==> config.mk <==
export PLATFORM = sky130hd
export DESIGN_NAME = instr_fetch_queue
export DESIGN_NICKNAME = d
export VERILOG_FILES = /design/src/rtl/instr_fetch_queue.sv
export SDC_FILE = /design/constraint.sdc
export NUM_CORES = 1
export LEC_CHECK = 0
export CORE_ASPECT_RATIO = 2
export CORE_MARGIN = 2
export CORE_UTILIZATION = 55
export CTS_CLUSTER_DIAMETER = 120
export DETAILED_ROUTE_END_ITERATION = 8
export HOLD_SLACK_MARGIN = 0.02
export PLACE_DENSITY = 0.79
export SLEW_MARGIN = 0
export SYNTH_ARGS = -nofsm -noshare
export SYNTH_HDL_FRONTEND = slang
export SYNTH_SLANG_ARGS = --single-unit
==> constraint.sdc <==
create_clock -name clock -period 3.5 [get_ports clock]
set_clock_uncertainty 0.15 [all_clocks]
set_input_delay 0.7 -clock clock [delete_from_list [all_inputs] [get_ports clock]]
set_output_delay 0.7 -clock clock [all_outputs]
set_load 0.01 [all_outputs]
==> src/rtl/instr_fetch_queue.sv <==
// Instruction fetch queue: buffers instructions from the source, tags each with a
// sequential PC and presents the head entry to decode.
module instr_fetch_queue #(
  parameter int unsigned INSTR_W = 16,
  parameter int unsigned PC_W    = 8,
  parameter int unsigned DEPTH   = 4
) (
  input  logic                     clock,
  input  logic                     reset,
  input  logic                     in_valid,
  output logic                     in_ready,
  input  logic [INSTR_W-1:0]       in_instr,
  input  logic                     stalled,
  input  logic                     flush,
  input  logic [PC_W-1:0]          flush_pc,
  output logic                     out_valid,
  output logic [INSTR_W-1:0]       out_instr,
  output logic [PC_W-1:0]          out_pc,
  output logic [$clog2(DEPTH):0]   count
);

  localparam int unsigned AW = $clog2(DEPTH);
  localparam int unsigned CW = AW + 1;

  typedef struct packed {
    logic [INSTR_W-1:0] instr;
    logic [PC_W-1:0]    pc;
  } entry_t;

  entry_t          mem [DEPTH];
  entry_t          head;
  logic [AW-1:0]   rd_ptr;
  logic [AW-1:0]   wr_ptr;
  logic [PC_W-1:0] pc_next;
  logic            enq;
  logic            deq;

  // Ready depends only on flush and registered occupancy; a full queue never bypasses.
  assign in_ready  = reset && (count != CW'(DEPTH)) && !flush;
  assign enq       = in_valid && in_ready;
  assign out_valid = (count != '0);
  assign deq       = out_valid && !stalled;

  // Head is forced to zero when empty so stale storage is never exposed.
  assign head      = mem[rd_ptr];
  assign out_instr = out_valid ? head.instr : '0;
  assign out_pc    = out_valid ? head.pc    : '0;

  // Pointers, occupancy and PC counter; flush overrides everything else.
  always_ff @(posedge clock or negedge reset) begin
    if (!reset) begin
      rd_ptr  <= '0;
      wr_ptr  <= '0;
      count   <= '0;
      pc_next <= '0;
    end else if (flush) begin
      rd_ptr  <= '0;
      wr_ptr  <= '0;
      count   <= '0;
      pc_next <= flush_pc;
    end else begin
      if (enq) begin
        wr_ptr  <= wr_ptr + AW'(1);
        pc_next <= pc_next + PC_W'(1);
      end
      if (deq) begin
        rd_ptr <= rd_ptr + AW'(1);
      end
      case ({enq, deq})
        2'b10:   count <= count + CW'(1);
        2'b01:   count <= count - CW'(1);
        default: count <= count;
      endcase
    end
  end

  // Storage carries no reset; contents are only visible through the gated head.
  always_ff @(posedge clock) begin
    if (enq) begin
      mem[wr_ptr] <= '{instr: in_instr, pc: pc_next};
    end
  end

endmodule

==> flow_summary.toml, run 1 <==
[outcome]
status = "complete, no violations"

[yosys]
synth_xor_area_share_pct = 0.576
synth_cell_type_count = 34
synthCells = 249
synthesis.nets = 284
synth-seq-cells = 111
synthArstFlopShare_pct = 13.5
synth_enable_flop_cells = 96
netlist_area_um2 = 4560
synth_top_family_by_area = "multiplexers"
synth_fa_ha_area_share_pct = 1.81
syn_area_per_cell_um2 = 18.3
yosys_warnings = 0
ys_seq_area_share_pct = 71.4
muxShareOfSynthArea_pct = 12.8
synth_compound_area_share_pct = 3.13
synth_simple_gate_area_share_pct = 8.36
ys.flop_type = "edfxtp_1"

[worst_setup_path]
cpMaxStageDelayCell = "dfrtp_2"
end_kind = "output port"
critPathMaxStageDelay_ns = 0.66
reg2reg_depth = 6
reg2reg_slack_ns = 1.07
setup.worst_path.start_class = "register"
path_class = "reg -> out"
reg2reg_from = "count[1]"
reg2reg_to = "count[2]"
path_cells = "buf_12 > mux4_2 > nor2b_1 > clkdlybuf4s50_1"
cp.required_ns = 2.65
worstPathArrival_ns = 2.35
path_max_fanout = 14

[placed_design]
hpwl_um = 5510
port_buffers = 57
dp_slack_ns = 0.403
place_congestion = 0.779

[cells_and_area]
drive_above_1_share_pct = 19.5
fillCellCount = 540
antennaDiodeCount = 0
fin_nets = 353
seq_area_um2 = 3260
multi_input_area_um2 = 1220
syn_to_final_growth_pct = 23.2

[cts]
cts_buffer_depth = 2
ctsHoldBuffers = 0
tritoncts = "yes"
clkTransAtPathRegs_ns = 0.06
cts_setup_buffers = 0
cts_resized = 0
clock_sinks = 111
worstSkewPairLatency_ns = 0.35
cts_buffers = 9
h-tree-depth = 3
cts_root_buffer = "clkbuf_16"

[floorplanning]
placementRows = 47
core_area_um2 = 8170
ios = 58
die_h_um = 133
die_w_um = 68.4
die_area_um2 = 9090
start_util_pct = 55.8

[detailed_routing]
via_per_inst = 5.71
topRoutingLayerUsed = "met4"
met3WireLength_um = 241
antenna_left = 0
drc = 0
drtIter0Drc = 141
drtPass1Iterations = 4
met1_length_um = 2930
vias = 2404
wl_met2_um = 4670
drt_wl_total_um = 8110
routedWlPerCell_um = 19.3

[pwr]
p_int_w = 0.00278
cellPowerDensity_nw_per_um2 = 680
p_sw_w = 0.00105
peakVddDrop_uv = 623
power.total_w = 0.00383
p_seq_share_pct = 42.3
comb_power_share_pct = 32.1
swShare_pct = 27.4
p_leak_nw = 1.86
clkPwrFrac_pct = 25.6

[sta]
worstMarginPinSlew_ns = 0.471
period_needed_ns = 3.20
report.final.setup_viol = 0
hold_viol_final = 0
fin_ws_ns = 0.295
fmax_ghz = 0.312
setup_tns_ns = 0
maxSlewHeadroom_pct = 68.3
slew_violations = 0
timing.final.crit_share_pct = 91.6
rsz0062_at_grt = "no"
holdWs_ns = 0.397

[global_routing]
grt_util_all_layers_pct = 20.5
grt_pass1_wl_um = 13200
grt_pass1_vias = 2589
grt_max_degree = 26
antenna_found_initial = 0
overflow = 0

[job]
cap_viol_max_count = 0

[worst_hold_path]
hold_path_end = "rd_ptr[1]"
hold_path_depth = 2
hold_path.class = "reg -> reg"
worstHoldStart = "rd_ptr[1]"
==> synth_stat cells (3+ instances only) <==
| master | instances | area [um2] |
|---|---|---|
| ha_1 | 5 | 62.6 |
| nand2_1 | 12 | 45.0 |
| nor2_1 | 6 | 22.5 |
| mux4_2 | 24 | 541 |
| buf_4 | 3 | 22.5 |
| and2_1 | 4 | 25.0 |
| a221o_1 | 3 | 30.0 |
| o311ai_0 | 6 | 52.6 |
| xnor2_1 | 3 | 26.3 |
| inv_1 | 4 | 15.0 |
| buf_2 | 5 | 25.0 |
| nor2b_1 | 26 | 163 |
| dfrtp_1 | 15 | 375 |
| nor3b_1 | 3 | 22.5 |
| clkbuf_1 | 4 | 15.0 |
| o21ai_0 | 7 | 35.0 |
| edfxtp_1 | 96 | 2880 |
==> registers in the layout, indices dropped and copies added (netlist names) <==
signal / count
mem: 96
wr_ptr: 2
pc_next: 8
count: 3
rd_ptr: 2
==> cell usage in the layout, fill, tap and decap left out, drive strengths merged, types with 2 or more instances in the layout <==
cell type / instances
clkdlybuf4s50: 57
nor3b: 4
nor4: 2
mux4: 24
nand4: 2
nor2b: 26
clkbuf: 10
nand3: 2
or3: 2
dfrtp: 15
mux2i: 2
o21ai: 7
nand2: 12
ha: 5
buf: 14
a221o: 3
xnor2: 3
nor3: 3
clkinv: 5
edfxtp: 96
and2: 4
nor2: 7
mux2: 2
o311ai: 6
inv: 4
==> cell families after synthesis <==
| family | Yosys count |
|---|---|
| and+or+nand+nor | 65 |
| muxes | 28 |
| DFF | 111 |
| xor gates and xnor gates | 3 |
| buffers and inverters | 17 |
| AOI/OAI and AO/OA | 19 |
| adders and majority gates | 6 |
==> power by group through the flow <==
stage               logic [W]  clock network [W]  registers (W)
finish                0.00123           0.000981        0.00162
global route          0.00133            0.00104        0.00163
CTS                   0.00125            0.00100        0.00162
detailed placement    0.00124                  0        0.00165
global placement      0.00122                  0        0.00164
floorplan            0.000721                  0        0.00159
==> per-stage QoR <==
step | instance area, um2 | utilization [%] | instances
6_report | 5620 | 68.8 | 421
5_1_grt | 5620 | 68.8 | 421
4_1_cts | 5620 | 68.8 | 421
3_5_place_dp | 5330 | 65.2 | 405
3_3_place_gp | 5330 | 65.2 | 405
2_1_floorplan | 4560 | - | 249
==> worst max-delay path, delay by kind of cell (launching register included) <==
kind	cells	cell delay (ns)
mux	1	0.50
flops	1	0.66
simple gates	1	0.14
buf+inv	2	0.70
==> routing by layer <==
layer / vias up / track usage (%)
li1: 1119 / -
met5: - / 0
met2: 73 / 34.7
met1: 1195 / 24.0
met4: 0 / 12.0
met3: 17 / 2.55
==> final cells by class <==
class	count	area share (%)
flip-flops and latches	111	58.0
clock inverters	6	1.11
multi-input cells	121	21.7
repair buffers	71	12.7
well taps	98	2.18
clock buffers	10	4.07
inverters	4	0.267
==> worst max-delay path by stage <==
stage / startpoint / endpoint / slack, ns / cells past startpoint
6_report: rd_ptr[0] / out_instr[13] / 0.30 / 4
5_1_grt: rd_ptr[0] / out_pc[5] / 0.18 / 4
4_1_cts: rd_ptr[0] / out_instr[13] / 0.23 / 4
3_5_place_dp: in_valid / count[2] / 0.40 / 8
3_3_place_gp: in_valid / count[2] / 0.44 / 8
2_1_floorplan: flush / count[2] / 0.69 / 8
Note: power is estimated with default switching activity, not from simulation.
==> inputs of run 2 (changes only) <==
--- a/config.mk
+++ b/config.mk
@@ -8,7 +8,6 @@
 export CORE_ASPECT_RATIO = 2
 export CORE_MARGIN = 2
 export CORE_UTILIZATION = 55
-export CTS_CLUSTER_DIAMETER = 120
 export DETAILED_ROUTE_END_ITERATION = 8
 export HOLD_SLACK_MARGIN = 0.02
 export PLACE_DENSITY = 0.79
==> results of run 2 <==
The final DEF is identical to that of run 1; final timing and power are the same.
